**config.mk**
```make
export PLATFORM = sky130hd
export DESIGN_NAME = collision_monitor_flat
export DESIGN_NICKNAME = d
export VERILOG_FILES = /design/src/rtl/collision_monitor_if.sv /design/src/rtl/collision_monitor.sv /design/src/flat_wrapper.sv
export SDC_FILE = /design/constraint.sdc
export NUM_CORES = 1
export LEC_CHECK = 0
export CAP_MARGIN = 20
export CORE_ASPECT_RATIO = 1.2
export CORE_MARGIN = 1.5
export CORE_UTILIZATION = 61
export CTS_CLUSTER_SIZE = 10
export DETAILED_ROUTE_END_ITERATION = 10
export PLACE_DENSITY = 0.83
export RECOVER_POWER = 50
export SLEW_MARGIN = 30
export SYNTH_ARGS = -nofsm -noshare
export SYNTH_HDL_FRONTEND = slang
export SYNTH_SLANG_ARGS = --single-unit
```
**constraint.sdc**
```tcl
create_clock -name clk -period 4.65 [get_ports clk]
set_clock_uncertainty 0.2 [all_clocks]
set_input_delay 1.395 -clock clk [delete_from_list [all_inputs] [get_ports clk]]
set_output_delay 1.395 -clock clk [all_outputs]
set_load 0.005 [all_outputs]
```
**src/rtl/collision_monitor_if.sv**
```systemverilog
// rtl/collision_monitor_if.sv - sprite/status signal bundle for collision_monitor (hit_count present with COLLISION_HITCNT_EN)
interface collision_monitor_if;
  logic       game_active;
  logic       frame_end;
  logic       pixel_valid;
  logic       player_px;
  logic       obstacle_px;
  logic       dead;
  logic [3:0] lives;
  logic       hit_flash;
`ifdef COLLISION_HITCNT_EN
  logic [7:0] hit_count;
`endif

  // Video timing / sprite side drives the pixel stream and sees the status outputs
  modport master (
    output game_active, frame_end, pixel_valid, player_px, obstacle_px,
`ifdef COLLISION_HITCNT_EN
    input  hit_count,
`endif
    input  dead, lives, hit_flash
  );

  // The monitor itself
  modport slave (
    input  game_active, frame_end, pixel_valid, player_px, obstacle_px,
`ifdef COLLISION_HITCNT_EN
    output hit_count,
`endif
    output dead, lives, hit_flash
  );
endinterface

```
**src/rtl/collision_monitor.sv**
```systemverilog
// rtl/collision_monitor.sv - player/obstacle collision filter, lives counter and grace timer (optional COLLISION_HITCNT_EN hit counter)
module collision_monitor #(
  parameter int LIVES        = 3,
  parameter int GRACE_FRAMES = 60,
  parameter int MIN_OVERLAP  = 4
) (
  input  logic                clk,
  input  logic                reset,
  collision_monitor_if.slave  bus
);

  typedef enum logic [1:0] {IDLE, RUN, GRACE, OVER} state_t;

  localparam logic [3:0] LIVES_INIT = 4'(LIVES);
  localparam logic [7:0] GRACE_INIT = 8'(GRACE_FRAMES);
  localparam logic [8:0] MIN_OVL    = 9'(MIN_OVERLAP);
  localparam bit         HAS_GRACE  = (GRACE_FRAMES > 0);

  state_t     state, state_nx;
  logic [7:0] overlap_cnt, overlap_nx;
  logic [7:0] grace_cnt, grace_nx;
  logic [3:0] lives_q, lives_nx;
  logic       dead_q, dead_nx;
  logic       flash_q, flash_nx;

  logic       ovl;
  logic [8:0] ovl_sum;
  logic [7:0] ovl_sat;
  logic       hit;
  logic       hit_event;

  // A coincident overlap on the frame_end cycle still belongs to the closing frame,
  // so the hit decision uses the count including the current pixel.
  assign ovl       = bus.pixel_valid & bus.player_px & bus.obstacle_px;
  assign ovl_sum   = {1'b0, overlap_cnt} + {8'd0, ovl};
  assign hit       = (ovl_sum >= MIN_OVL);
  assign ovl_sat   = hit ? MIN_OVL[7:0] : ovl_sum[7:0];
  assign hit_event = (state == RUN) & bus.game_active & bus.frame_end & hit;

  // State and registered outputs; reset takes effect without waiting for a clock
  always_ff @(posedge clk or negedge reset) begin
    if (!reset) begin
      state       <= IDLE;
      overlap_cnt <= 8'd0;
      grace_cnt   <= 8'd0;
      lives_q     <= LIVES_INIT;
      dead_q      <= 1'b1;
      flash_q     <= 1'b0;
    end else begin
      state       <= state_nx;
      overlap_cnt <= overlap_nx;
      grace_cnt   <= grace_nx;
      lives_q     <= lives_nx;
      dead_q      <= dead_nx;
      flash_q     <= flash_nx;
    end
  end

  // Next-state: game_active falling wins over any frame_end evaluation
  always_comb begin
    state_nx = state;
    case (state)
      IDLE:  if (bus.game_active) state_nx = RUN;
      RUN: begin
        if (!bus.game_active) begin
          state_nx = IDLE;
        end else if (bus.frame_end && hit) begin
          if (lives_q <= 4'd1)  state_nx = OVER;
          else if (HAS_GRACE)   state_nx = GRACE;
        end
      end
      GRACE: begin
        if (!bus.game_active)                       state_nx = IDLE;
        else if (bus.frame_end && grace_cnt <= 8'd1) state_nx = RUN;
      end
      OVER:  if (!bus.game_active) state_nx = IDLE;
      default: state_nx = IDLE;
    endcase
  end

  // Next values of the counters and registered outputs
  always_comb begin
    overlap_nx = overlap_cnt;
    grace_nx   = grace_cnt;
    lives_nx   = lives_q;
    dead_nx    = dead_q;
    flash_nx   = flash_q;
    case (state)
      IDLE: begin
        overlap_nx = 8'd0;
        grace_nx   = 8'd0;
        lives_nx   = LIVES_INIT;
        dead_nx    = 1'b1;
        flash_nx   = 1'b0;
      end
      RUN: begin
        if (!bus.game_active) begin
          overlap_nx = 8'd0;
          lives_nx   = LIVES_INIT;
          flash_nx   = 1'b0;
        end else if (bus.frame_end) begin
          overlap_nx = 8'd0;
          if (hit) begin
            if (lives_q <= 4'd1) begin
              lives_nx = 4'd0;
              dead_nx  = 1'b0;
              flash_nx = 1'b0;
            end else begin
              lives_nx = lives_q - 4'd1;
              if (HAS_GRACE) begin
                grace_nx = GRACE_INIT;
                flash_nx = 1'b1;
              end
            end
          end
        end else begin
          overlap_nx = ovl_sat;
        end
      end
      GRACE: begin
        overlap_nx = 8'd0;
        if (!bus.game_active) begin
          grace_nx = 8'd0;
          lives_nx = LIVES_INIT;
          flash_nx = 1'b0;
        end else if (bus.frame_end) begin
          if (grace_cnt <= 8'd1) begin
            grace_nx = 8'd0;
            flash_nx = 1'b0;
          end else begin
            grace_nx = grace_cnt - 8'd1;
          end
        end
      end
      OVER: begin
        overlap_nx = 8'd0;
        flash_nx   = 1'b0;
        if (!bus.game_active) begin
          dead_nx  = 1'b1;
          lives_nx = LIVES_INIT;
        end else begin
          dead_nx  = 1'b0;
          lives_nx = 4'd0;
        end
      end
      default: begin
        overlap_nx = 8'd0;
        grace_nx   = 8'd0;
        lives_nx   = LIVES_INIT;
        dead_nx    = 1'b1;
        flash_nx   = 1'b0;
      end
    endcase
  end

  assign bus.dead      = dead_q;
  assign bus.lives     = lives_q;
  assign bus.hit_flash = flash_q;

`ifdef COLLISION_HITCNT_EN
  logic [7:0] hit_cnt;

  // Lifetime hit tally, survives game restarts, sticks at 255
  always_ff @(posedge clk or negedge reset) begin
    if (!reset)                              hit_cnt <= 8'd0;
    else if (hit_event && hit_cnt != 8'hFF)  hit_cnt <= hit_cnt + 8'd1;
  end

  assign bus.hit_count = hit_cnt;
`else
  logic unused_hit_event;
  assign unused_hit_event = hit_event;
`endif

endmodule

```
**src/flat_wrapper.sv**
```systemverilog
// flat-port wrapper written by rule: the top's interface ports become plain ports
module collision_monitor_flat 
#(
  parameter int LIVES        = 3,
  parameter int GRACE_FRAMES = 60,
  parameter int MIN_OVERLAP  = 4
)
  (clk, reset, bus_game_active, bus_frame_end, bus_pixel_valid, bus_player_px, bus_obstacle_px, bus_dead, bus_lives, bus_hit_flash);
  collision_monitor_if bus_i ();
  input  logic clk;
  input  logic reset;
  input wire logic [$bits(bus_i.game_active)-1:0] bus_game_active;
  input wire logic [$bits(bus_i.frame_end)-1:0] bus_frame_end;
  input wire logic [$bits(bus_i.pixel_valid)-1:0] bus_pixel_valid;
  input wire logic [$bits(bus_i.player_px)-1:0] bus_player_px;
  input wire logic [$bits(bus_i.obstacle_px)-1:0] bus_obstacle_px;
  output wire logic [$bits(bus_i.dead)-1:0] bus_dead;
  output wire logic [$bits(bus_i.lives)-1:0] bus_lives;
  output wire logic [$bits(bus_i.hit_flash)-1:0] bus_hit_flash;
  assign bus_i.game_active = bus_game_active;
  assign bus_i.frame_end = bus_frame_end;
  assign bus_i.pixel_valid = bus_pixel_valid;
  assign bus_i.player_px = bus_player_px;
  assign bus_i.obstacle_px = bus_obstacle_px;
  assign bus_dead = bus_i.dead;
  assign bus_lives = bus_i.lives;
  assign bus_hit_flash = bus_i.hit_flash;
  collision_monitor #(.LIVES(LIVES), .GRACE_FRAMES(GRACE_FRAMES), .MIN_OVERLAP(MIN_OVERLAP)) u_core (.clk(clk), .reset(reset), .bus(bus_i));
endmodule
```
==> summary.txt, run 1 <==
Power
  • Reg power frac: 30.5%
  • Lkg Pwr: 0.817 nW
  • Clock Power Share: 15.8%
  • Net Sw Frac: 41.7%
  • Pwr Density: 550 nW/um2
  • Logic pwr share: 53.7%
  • Internal power: 0.574 mW
  • Worst-case vdd ir drop: 0.000400 V
  • Switching power: 0.410 mW

Critical path
  • CP Capture Type: flip-flop
  • Top cell by count, worst path: ha_1
  • CP Launch Type: primary input
  • Delay-heaviest family, CP: simple AND/OR/NAND/NOR gates
  • Bufs and invs on worst path: 2
  • Crit path depth: 9
  • Worst Setup EP: u_core.grace_cnt[1]$_DFFE_PN0P_
  • Critical path class: in2reg
  • Critical-path top delay cell: or4_1
  • Worst r2r dst: u_core.grace_cnt[1]$_DFFE_PN0P_
  • Worst reg-to-reg setup slack: 1.80 ns
  • Worst Reg-to-Reg Cells: 7
  • Critical Path RT: 4.68 ns
  • Critical Path Start: bus_obstacle_px
  • Data arrival time of the worst path: 4.11 ns
  • Crit-path max cell delay: 0.54 ns
  • Worst-path cell chain: clkdlybuf4s50_1 -> and3_1 -> ha_1 -> ha_1 -> or4_1 -> a222oi_1 -> buf_4 -> a21oi_2 -> mux2_2
  • Reg2reg start: u_core.overlap_cnt[0]$_DFF_PN0_
  • Crit path max fanout: 23

Synthesis
  • Most common cell in the netlist: dfrtp_1
  • Primary FF master, synth: dfrtp_1
  • Async set-or-reset flop fraction in the synthesized netlist: 100%
  • Sequential share of the synthesized area: 37.4%
  • Mean Syn Cell Area: 9.52 um2
  • Mapped Cells: 170
  • Seq cells post-synth: 24
  • Dominant cells by area after synthesis: dfrtp_1 (32%), ha_1 (8.5%), dfstp_2 (4.9%)
  • Post-synth top cells: dfrtp_1 (21), nor2_1 (16), ha_1 (11), nand2_1 (10)
  • Post-Synthesis Cell Area: 1620 um2
  • Post-synth top area share: 32.5%
  • Unique masters post-synth: 52
  • Post-synth EDFFs: 0
  • Area leader, netlist: dfrtp_1
  • Synth Warn #: 0

Placement
  • Place WS: 0.220 ns
  • Inst Count DP: 211
  • Routability congestion estimate: 0.865
  • HPWL after DPL: 2440 um
  • IO Port Bufs: 12

Final layout
  • Antenna cells: 0
  • Layout cells sized above 1: 13.2%
  • Layout net count: 201
  • Area growth, synth to finish: 10.7%
  • Non-filler instance count after layout: 215

Global routing
  • Grt total ovfl: 0
  • Largest net degree at the start of global routing: 25
  • Global-route wire length before repair: 5840 um
  • GR Util All Layers: 25.7%
  • Initial antenna violation count: 0
  • Vias in the first global route: 1315

STA
  • Hold_ws: 0.305 ns
  • Final worst-path cycle share: 87.6%
  • Min Tclk post-route: 4.07 ns
  • Slew at the pin closest to its max-slew limit: 1.24 ns
  • Setup Viol. Count Final: 0
  • Post-Route Setup TNS: 0 ns
  • RSZ-0062 raised after global routing: no
  • Final setup margin: 0.576 ns
  • Max Slew Vio Count: 0
  • Slew Limit Headroom: 17.3%
  • Maximum clock rate: 245 MHz
  • Final hold violation count: 0

Detailed routing
  • # DRC: 0
  • Routed Wire Length: 3370 um
  • Via count: 1364
  • DRT Pass-1 Iters: 4
  • DR WL/cell: 15.7 um
  • Starting DRT DRC Count: 49
  • Vias/cell: 6.34
  • Post-route ant nets: 0

Floorplanning
  • Die height: 59.4 um
  • Die W: 50.0 um
  • Placeable Area: 2530 um2
  • Num ports: 13
  • Initial core utilization: 64.0%
  • FP Rows: 20
  • Die footprint: 2970 um2

Clocking
  • TritonCTS clock tree: yes
  • H-tree depth: 1
  • Clk buf depth: 2
  • Post-CTS setup repair buffer count: 0
  • CTS Hold Buffers Added: 0
  • Clock latency on the worst-skew pair: 0.33 ns
  • Post-CTS resize count: 0
  • Root Driver: clkbuf_4
  • CTS clk-pin slew, worst paths: 0.13 ns
  • Clock sink count: 24
  • CTS buffer count: 3

Outcome
  • Status: finished clean

Job
  • Max_cap viols: 0

Hold path
  • Hold Path Class: reg2reg
area by class of cell:
class	instances	area (um2)
inverter	8	30.0
fill	207	737
clock buffer	3	22.5
multi-input combinational	133	941
timing repair buffer	13	121
sequential	24	604
clock inverter	1	30.0
tap	33	41.3
flip-flops by register name, indices dropped and copies added, names as in the netlist:
signal and count:
u_core.bus.dead 1, u_core.bus.hit_flash 1, u_core.bus.lives 4, u_core.grace_cnt 8
u_core.overlap_cnt 8, u_core.state 2
cells by family after synthesis:
logic type      after synthesis  share of synthesized area (%)
other cells                   1                          0.232
compound gates               46                           24.3
xor+xnor                      1                          0.541
buf+inv                      17                           5.41
fa+ha+maj                    11                           8.51
simple gates                 68                           22.3
flops                        24                           37.4
mux                           2                           1.39
worst min path at each step:
stage                                      endpoint  cells after the start                       startpoint  slack (ns)
floorplan           u_core.grace_cnt[6]$_DFFE_PN0P_                      1  u_core.grace_cnt[6]$_DFFE_PN0P_        0.26
global placement    u_core.grace_cnt[6]$_DFFE_PN0P_                      1  u_core.grace_cnt[6]$_DFFE_PN0P_        0.27
detailed placement  u_core.grace_cnt[6]$_DFFE_PN0P_                      1  u_core.grace_cnt[6]$_DFFE_PN0P_        0.28
CTS                 u_core.grace_cnt[6]$_DFFE_PN0P_                      1  u_core.grace_cnt[6]$_DFFE_PN0P_        0.31
global route        u_core.grace_cnt[6]$_DFFE_PN0P_                      1  u_core.grace_cnt[6]$_DFFE_PN0P_        0.32
finish              u_core.grace_cnt[6]$_DFFE_PN0P_                      1  u_core.grace_cnt[6]$_DFFE_PN0P_        0.30
cells in the final DEF, fill, tap and decap left out, types with 8 or more instances in the layout:
cell type and count:
a211o_1 8, clkdlybuf4s50_1 11, dfrtp_1 21, ha_1 11, inv_1 8, nand2_1 10, nor2_1 16, nor3_1 8
stage by stage:
step / utilization [%] / cell area [um2] / total power [mW]
2_1_floorplan: - / 1630 / 0.702
3_3_place_gp: 69.0 / 1740 / 0.806
3_5_place_dp: 68.8 / 1740 / 0.826
4_1_cts: 70.9 / 1790 / 0.982
5_1_grt: 70.8 / 1790 / 1.05
6_report: 70.8 / 1790 / 0.984
layer usage:
metal	global-route usage, %	share of wire (%)
met5	0	0
met4	13.1	2.5
met3	4.29	5.3
met2	44.9	50
met1	30.4	42
power groups by stage:
stage,Sequential (mW),Combinational (mW),Clock [mW]
after floorplan,0.295,0.407,0
after global placement,0.301,0.504,0
after detailed placement,0.305,0.521,0
after CTS,0.300,0.523,0.158
after global routing,0.308,0.580,0.165
final,0.301,0.529,0.155
(Power assumes the default switching activity.)
==> inputs of run 2 (changes only) <==
- CTS_CLUSTER_SIZE: 10 -> 40
- SLEW_MARGIN: 30 -> default
==> run 2 against run 1 <==
  * Cell count grew 0.47%
  * Sequential power about the same
  * Largest cell class unchanged
  * Sequential share of layout area is 0.19 points lower
  * Fmax grew 0.14%
  * Via count up 1.2%
  * Flip-flop and latch count unchanged
  * Non-clock buffer count up 1
  * Combinational power is essentially flat
  * Clock power is essentially flat
  * Count of clock-buffer cells in the layout unchanged
  * Cell area up 0.56%
  * Highest routed layer unchanged
  * Wire length decreased by 0.27%
==> summary.txt, run 2 (synthesis gave the netlist of run 1 again) <==
Outcome
  • Status: finished clean (unchanged)

Clocking
  • CTS clk-pin slew, worst paths: 0.14 ns (was 0.13 ns)
  • H-tree depth: 1 (unchanged)
  • TritonCTS clock tree: yes (unchanged)
  • Clock sink count: 24 (unchanged)
  • Post-CTS resize count: 0 (unchanged)
  • Clock latency on the worst-skew pair: 0.33 ns (about the same)
  • Clk buf depth: 2 (unchanged)
  • Root Driver: clkbuf_4 (unchanged)
  • CTS Hold Buffers Added: 0 (unchanged)
  • Post-CTS setup repair buffer count: 0 (unchanged)
  • CTS buffer count: 3 (unchanged)

Global routing
  • Global-route wire length before repair: 5710 um (was 5840 um)
  • Vias in the first global route: 1326 (was 1315)
  • GR Util All Layers: 25.0% (was 25.7%)
  • Largest net degree at the start of global routing: 25 (unchanged)
  • Grt total ovfl: 0 (unchanged)
  • Initial antenna violation count: 0 (unchanged)

Floorplanning
  • Die footprint: 2970 um2 (unchanged)
  • Initial core utilization: 64.0% (unchanged)
  • Num ports: 13 (unchanged)
  • FP Rows: 20 (unchanged)
  • Placeable Area: 2530 um2 (unchanged)
  • Die height: 59.4 um (unchanged)
  • Die W: 50.0 um (unchanged)

Detailed routing
  • # DRC: 0 (unchanged)
  • DRT Pass-1 Iters: 4 (unchanged)
  • Post-route ant nets: 0 (unchanged)
  • Via count: 1380 (was 1364)
  • Vias/cell: 6.39 (was 6.34)
  • Routed Wire Length: 3360 um (was 3370 um)
  • DR WL/cell: 15.6 um (was 15.7 um)
  • Starting DRT DRC Count: 62 (was 49)

Hold path
  • Worst Hold End: u_core.grace_cnt[6]$_DFFE_PN0P_ (unchanged)
  • Hold Path Class: reg2reg (unchanged)
  • Hold depth: 1 (unchanged)
  • Hold_sp: u_core.grace_cnt[6]$_DFFE_PN0P_ (unchanged)

Critical path
  • Data arrival time of the worst path: 4.10 ns (was 4.11 ns)
  • Reg2reg start: u_core.overlap_cnt[0]$_DFF_PN0_ (unchanged)
  • Worst r2r dst: u_core.grace_cnt[1]$_DFFE_PN0P_ (unchanged)
  • Crit path max fanout: 23 (unchanged)
  • Worst reg-to-reg setup slack: 1.81 ns (was 1.80 ns)
  • CP Launch Type: primary input (unchanged)
  • CP Capture Type: flip-flop (unchanged)
  • Critical Path Start: bus_obstacle_px (unchanged)
  • Critical Path RT: 4.68 ns (about the same)
  • Worst Reg-to-Reg Cells: 7 (unchanged)
  • Critical path class: in2reg (unchanged)

Final layout
  • Layout net count: 202 (was 201)
  • Non-filler instance count after layout: 216 (was 215)
  • Layout cells sized above 1: 13.1% (was 13.2%)
  • Most frequent cells in the layout: dfrtp_1 (21), nor2_1 (16), ha_1 (11), clkdlybuf4s50_1 (11), nand2_1 (10) (unchanged)
  • Commonest non-fill, non-tap cell in the layout: dfrtp_1 (unchanged)
  • Area growth, synth to finish: 11.3% (was 10.7%)
  • Final core occ: 71.2% (was 70.8%)
  • Antenna cells: 0 (unchanged)

Job
  • Max_cap viols: 0 (unchanged)

Placement
  • IO Port Bufs: 12 (unchanged)
  • Routability congestion estimate: 0.865 (unchanged)
  • Inst Count DP: 211 (unchanged)
  • HPWL after DPL: 2400 um (was 2440 um)

STA
  • Slew Limit Headroom: 51.8% (was 17.3%)
  • Final worst-path cycle share: 87.5% (was 87.6%)
  • Setup Viol. Count Final: 0 (unchanged)
  • Hold_ws: 0.304 ns (was 0.305 ns)
  • Max Slew Vio Count: 0 (unchanged)
  • Maximum clock rate: 246 MHz (was 245 MHz)
  • Min Tclk post-route: 4.07 ns (about the same)
  • Slew at the pin closest to its max-slew limit: 0.722 ns (was 1.24 ns)
  • Post-Route Setup TNS: 0 ns (unchanged)
  • RSZ-0062 raised after global routing: no (unchanged)
  • Final hold violation count: 0 (unchanged)

Power
  • Worst-case vdd ir drop: 0.000341 V (was 0.000400 V)
  • Pwr Density: 546 nW/um2 (was 550 nW/um2)
  • Lkg Pwr: 0.821 nW (was 0.817 nW)
==> run 2: final cells by class <==
class / count / area (um2)
inverter: 8 / 30.0
sequential: 24 / 604
tap: 33 / 41.3
clock buffer: 3 / 22.5
clock inverter: 1 / 30.0
fill: 198 / 727
multi-input combinational: 133 / 941
timing repair buffer: 14 / 131
==> run 2: layer usage <==
layer | global-route usage, % | wire length, um | up-vias
met5 | 0 | 0 | -
met3 | 4.29 | 167 | 12
met4 | 12.7 | 81 | 0
li1 | - | - | 657
met1 | 28.7 | 1470 | 669
met2 | 44.5 | 1640 | 42
==> run 2: worst max-delay path, stage by stage <==
cell             delay (ns)
clkdlybuf4s50_1        0.39
and3_1                 0.18
ha_1                   0.22
ha_1                   0.23
or4_1                  0.54
a222oi_1               0.33
buf_4                  0.32
a21oi_2                0.17
mux2_2                 0.32
==> run 2: how the worst max path moves through the flow <==
| stage | endpoint | cells past startpoint | slack (ns) |
|---|---|---|---|
| after floorplan | u_core.state[0]$_DFFE_PN0P_ | 9 | 0.72 |
| after global placement | u_core.grace_cnt[1]$_DFFE_PN0P_ | 9 | 0.32 |
| after detailed placement | u_core.grace_cnt[0]$_DFFE_PN0P_ | 9 | 0.25 |
| after CTS | u_core.grace_cnt[0]$_DFFE_PN0P_ | 9 | 0.60 |
| after global routing | u_core.grace_cnt[0]$_DFFE_PN0P_ | 9 | 0.45 |
| final | u_core.grace_cnt[1]$_DFFE_PN0P_ | 9 | 0.58 |
==> run 2: power by group <==
group	total [mW]	internal, mW	leakage (nW)	switching (mW)
logic	0.527	0.230	0.488	0.297
clock network	0.156	0.0873	0.0279	0.0684
registers	0.300	0.257	0.306	0.0429
==> run 2: stage by stage <==
stage          worst slack [ns]  area, um2  power, mW
2_1_floorplan             0.716       1630      0.702
3_3_place_gp              0.320       1740      0.806
3_5_place_dp              0.246       1740      0.825
4_1_cts                   0.598       1800      0.980
5_1_grt                   0.446       1800       1.06
6_report                  0.582       1800      0.983
==> inputs of run 3 (changes only) <==
- GPL_TIMING_DRIVEN: default -> 1
==> results of run 3 <==
Same layout as run 2: the final DEF is identical, and so are final timing and power.
